===== config.mk =====
export PLATFORM = sky130hd
export DESIGN_NAME = alu_8
export DESIGN_NICKNAME = d
export VERILOG_FILES = /design/src/rtl/alu_8_pkg.sv /design/src/rtl/alu_8_comb.sv /design/src/rtl/alu_8.sv
export SDC_FILE = /design/constraint.sdc
export NUM_CORES = 1
export LEC_CHECK = 0
export BUFFER_PORTS_ARGS = -buffer_cell sky130_fd_sc_hd__buf_2
export CAP_MARGIN = 20
export CORE_MARGIN = 2
export CORE_UTILIZATION = 61
export DETAILED_ROUTE_END_ITERATION = 10
export GPL_TIMING_DRIVEN = 0
export PLACE_DENSITY_LB_ADDON = 0.25
export SLEW_MARGIN = 0
export SYNTH_ARGS = -nofsm -noshare
export SYNTH_HDL_FRONTEND = slang
export SYNTH_SLANG_ARGS = --single-unit

===== constraint.sdc =====
create_clock -name clk -period 1.1 [get_ports clk]
set_input_delay 0.22 -clock clk [delete_from_list [all_inputs] [get_ports clk]]
set_output_delay 0.22 -clock clk [all_outputs]
set_load 0.05 [all_outputs]

===== src/rtl/alu_8_pkg.sv =====
// alu_8_pkg: opcode encodings and status flag bundle shared by the alu_8 datapath
package alu_8_pkg;
  localparam logic [2:0] OP_ADD  = 3'b000;
  localparam logic [2:0] OP_SUB  = 3'b001;
  localparam logic [2:0] OP_AND  = 3'b010;
  localparam logic [2:0] OP_OR   = 3'b011;
  localparam logic [2:0] OP_XOR  = 3'b100;
  localparam logic [2:0] OP_SHL  = 3'b101;
  localparam logic [2:0] OP_SHR  = 3'b110;
  localparam logic [2:0] OP_PASS = 3'b111;
  typedef struct packed {
    logic z;
    logic c;
    logic v;
  } flags_t;
endpackage


===== src/rtl/alu_8_comb.sv =====
// alu_8_comb: combinational result and Z/C/V flags for one A/B/op triple
module alu_8_comb import alu_8_pkg::*; #(
  parameter int WIDTH = 8
) (
  input  logic [WIDTH-1:0] a,
  input  logic [WIDTH-1:0] b,
  input  logic [2:0]       op,
  output logic [WIDTH-1:0] y,
  output logic             z,
  output logic             c,
  output logic             v
);
  localparam int M = WIDTH - 1;
  logic [WIDTH:0] sum, diff;
  assign sum  = {1'b0, a} + {1'b0, b};
  assign diff = {1'b0, a} - {1'b0, b};
  // select result per opcode; the extra top bit of diff is the unsigned borrow
  always_comb begin
    y = a;
    c = 1'b0;
    v = 1'b0;
    case (op)
      OP_ADD: begin
        {c, y} = sum;
        v = (a[M] == b[M]) && (sum[M] != a[M]);
      end
      OP_SUB: begin
        {c, y} = diff;
        v = (a[M] != b[M]) && (diff[M] != a[M]);
      end
      OP_AND: y = a & b;
      OP_OR:  y = a | b;
      OP_XOR: y = a ^ b;
      OP_SHL: begin
        y = {a[M-1:0], 1'b0};
        c = a[M];
      end
      OP_SHR: begin
        y = {1'b0, a[M:1]};
        c = a[0];
      end
      default: y = a;
    endcase
    z = (y == '0);
  end
endmodule


===== src/rtl/alu_8.sv =====
// alu_8: registered 8-op ALU with Z/C/V flags; ALU8_NEG_FLAG_EN adds a registered N (sign) output
module alu_8 import alu_8_pkg::*; #(
  parameter int WIDTH = 8
) (
  input  logic             clk,
  input  logic             rst,
  input  logic             in_valid,
  input  logic [WIDTH-1:0] A,
  input  logic [WIDTH-1:0] B,
  input  logic [2:0]       op,
  output logic [WIDTH-1:0] Y,
  output logic             Z,
  output logic             C,
  output logic             V,
  output logic             out_valid
`ifdef ALU8_NEG_FLAG_EN
  ,
  output logic             N
`endif
);
  logic [WIDTH-1:0] y_d;
  flags_t f_d, f_q;
  alu_8_comb #(.WIDTH(WIDTH)) u_comb (
    .a(A),
    .b(B),
    .op(op),
    .y(y_d),
    .z(f_d.z),
    .c(f_d.c),
    .v(f_d.v)
  );
  // capture result and flags on valid input, hold otherwise; out_valid pulses per capture
  always_ff @(posedge clk or posedge rst) begin
    if (rst) begin
      Y <= '0;
      f_q <= '0;
      out_valid <= 1'b0;
    end else begin
      out_valid <= in_valid;
      if (in_valid) begin
        Y <= y_d;
        f_q <= f_d;
      end
    end
  end
  assign Z = f_q.z;
  assign C = f_q.c;
  assign V = f_q.v;
`ifdef ALU8_NEG_FLAG_EN
  assign N = Y[WIDTH-1];
`endif
endmodule


==> out/qor.txt <==
Run status -> complete, but fails checks
Failing checks -> design-rule violations, negative setup slack
CP delay by family, top -> compound AO/OA/AOI/OAI gates
Crit Reg-Reg Startpoint -> Y[5]
Max-slew violations -> 0
Combinational Power Share -> 0.657
Reg power frac -> 0.203
Core area -> 3000 um^2
YS warnings -> 0
Synth Register Bits -> 12
Worst setup margin -> -1390 ps
Sw Share -> 0.486
# H-tree levels -> 1
Commonest non-fill, non-tap cell in the layout -> buf_4
Worst Setup Start Kind -> input port
TritonCTS clock tree -> built
Clock transition at path regs -> 100 ps
Lkg Pwr -> 1.21 nW
Slew @ Worst Pin -> 683 ps
Post-synth top area share -> 0.159
Most frequent cells in the layout -> buf_4 (31), nor2_1 (20), inv_1 (16), buf_6 (16), ha_1 (16)
Total grt overflow -> 0
Fraction of registers with async set or reset after synthesis -> 1.00
Fin crit period -> 2490 ps
Seq. cell area -> 300 um^2
WS Path Type -> input port to flop
Final #Nets -> 348
Starting DRT DRC Count -> 532
Post-synthesis compound-gate area fraction -> 0.291
Row cnt -> 20
Die width -> 59.7 um
Antenna Cells -> 0
Port Buffer Count -> 33
First-pass GRT wire length -> 11200 um
Slowest cell on crit path -> or4b_1
Initial antenna violation count -> 0
Total design power -> 2.75 mW
Hold_sp -> in_valid
Clock network fraction of design power -> 0.140
Initial Util -> 0.630
I/O Pins -> 34
Final hold vios -> 0
Worst reg-to-reg path cell count -> 1
Vias per cell -> 8.23
Clk sinks -> 12
Die Height -> 59.7 um
Critical Path RT -> 1290 ps
Post-synthesis adder-cell area fraction -> 0.180
Vias -> 2734
Die area -> 3560 um^2
Cell area after synthesis -> 1890 um^2
Count of cell types in the netlist -> 59
Mux cell area share after synthesis -> 0.0523
Setup violators final -> 16
Pint -> 1.41 mW
DRT antenna net count -> 0
Top post-synthesis cells by area -> dfrtp_1 (16%), ha_1 (16%), a21oi_1 (5.3%), inv_1 (5.0%), nor2_1 (4.2%)
Hold Slack -> 84.6 ps
VDD IR max -> 0.460 mV
Total Routing Usage GR -> 0.418
Area of the multi-input gates -> 1770 um^2
Post-synthesis sequential area ratio -> 0.159
CP Capture Type -> flop
Share of post-route cells with drive strength above 1 -> 0.488
Xor-xnor portion of the synthesized cell area -> 0.0185
Main combinational cell family by area after synthesis -> compound AO/OA/AOI/OAI gates
Worst path max stage delay -> 600 ps
Clk buf depth -> 2
CP max FO -> 6
CP bufs+invs -> 3
WL met1 -> 3140 um
1st-pass router iterations -> 11
Largest net degree at the start of global routing -> 13
Clock Latency Late Sink -> 280 ps
Drt drc -> 2
Dpl hpwl -> 4140 um
Worst EP arrival -> 2680 ps
Fmax -> 402 MHz
Root Driver -> clkbuf_4
Main synth FF type -> dfrtp_1
Worst path cell trace -> buf_12 -> clkinvlp_4 -> ha_4 -> buf_6 -> a21oi_2 -> o22ai_2 -> o21ai_2 -> nand4_1 -> o221a_1 -> or4b_1 -> o32ai_2
RSZ-0062 raised after global routing -> yes
Post-Syn Instances -> 242
DR WL met3 -> 1550 um
Highest Signal Layer -> met4
Critical Path Start -> A[1]
Synth Area in Simple Gates -> 0.186
Psw -> 1.34 mW
Num CTS Buffers -> 3
Met2 WL -> 4090 um
Power Dens Cells -> 964 nW/um^2
Hold depth -> 1
Total of max-cap violations -> 0
Vias in the first global route -> 2327
Net Count, Synth -> 290
Post-synth EDFFs -> 0
Period utilization -> 2.26
Levels on crit path -> 11
Per-cell routed wire length -> 29.9 um
Area grow syn2layout -> 51.0%
Final WL -> 9910 um
Avg Cell Area, Syn -> 7.81 um^2
Worst slew margin -> 0.541
Worst Clk Skew -> 0 ps
RD Place Congestion -> 0.956
Area leader, netlist -> dfrtp_1
Hold Crit Class -> input port to flop
FILL cells -> 78
Post-Route Utilization -> 0.951
[layer usage]
layer / vias up / global-route usage
li1: 997 / -
met1: 1187 / 0.466
met2: 386 / 0.683
met3: 164 / 0.0952
met4: 0 / 0.321
met5: - / 0
[cell type report]
cell class / instances / share of cell area
buffer: 13 / 0.0316
sequential: 12 / 0.105
multi-input combinational: 185 / 0.621
clock buffer: 4 / 0.0127
timing repair buffer: 55 / 0.161
inverter: 30 / 0.0548
tap: 33 / 0.0145
[cell families (layout without fill, tap and decap cells)]
logic type | count (synthesis) | after routing
buffers and inverters | 45 | 102
and+or+nand+nor | 71 | 71
DFF | 12 | 12
xor gates and xnor gates | 4 | 4
AOI/OAI and AO/OA | 76 | 76
adders and majority gates | 26 | 26
muxes | 8 | 8
[cell usage after synthesis (3+ instances only)]
cell type,instances
nand2b_1,3
o211ai_1,3
xnor2_1,3
inv_1,25
nor2_1,21
nand2_1,10
a21o_1,3
buf_2,3
inv_2,5
ha_1,24
a21oi_1,20
buf_6,3
dfrtp_1,12
o22ai_1,4
a211oi_1,5
nor3_1,12
mux2_2,5
clkbuf_1,4
buf_4,5
or3_1,3
nand3_1,7
a31oi_1,7
nor2b_1,7
o21ai_0,6
[sequential cells by signal (all words and copies together), names as in the netlist]
name and count:
out_valid 1, Z 1, Y 8, C 1, V 1
[power by group through the flow]
stage | sequential (mW) | combinational, mW | clock (mW)
floorplan | 0.767 | 0.682 | 0
global placement | 0.539 | 1.19 | 0
detailed placement | 0.545 | 1.20 | 0
CTS | 0.539 | 1.48 | 0.337
global route | 0.562 | 1.85 | 0.395
finish | 0.560 | 1.81 | 0.385
[path summary, 6_finish.rpt]
| path | slack [ps] | to |
|---|---|---|
| min in group asynchronous | 480 | Y[3] |
| setup / recovery | -1390 | Z |
| hold / removal | 80 | out_valid |
| max in group asynchronous | 270 | Y[7] |
| setup reg to reg | 290 | Y[5] |
| hold reg to reg | 550 | Y[6] |
[stage by stage]
stage	TNS, ps	area, um^2	cells	setup WS, ps
after floorplan	-6220	2090	242	-1100
after global routing	-9450	2860	332	-1300
final	-9170	2860	332	-1390
after global placement	-10980	2290	308	-1570
after CTS	-7360	2710	332	-1030
after detailed placement	-11180	2290	308	-1580
[timing repair]
| item | 4_1_cts | 5_1_grt |
|---|---|---|
| pin swaps | 27 | 20 |
| hold endpoints to repair | 12 | 0 |
| buffers inserted | 24 | 7 |
| gates resized for setup | 61 | 43 |
| setup endpoints to repair | 18 | 23 |
| hold buffers | 1 | 0 |
Power figures use the tool's default switching activity.
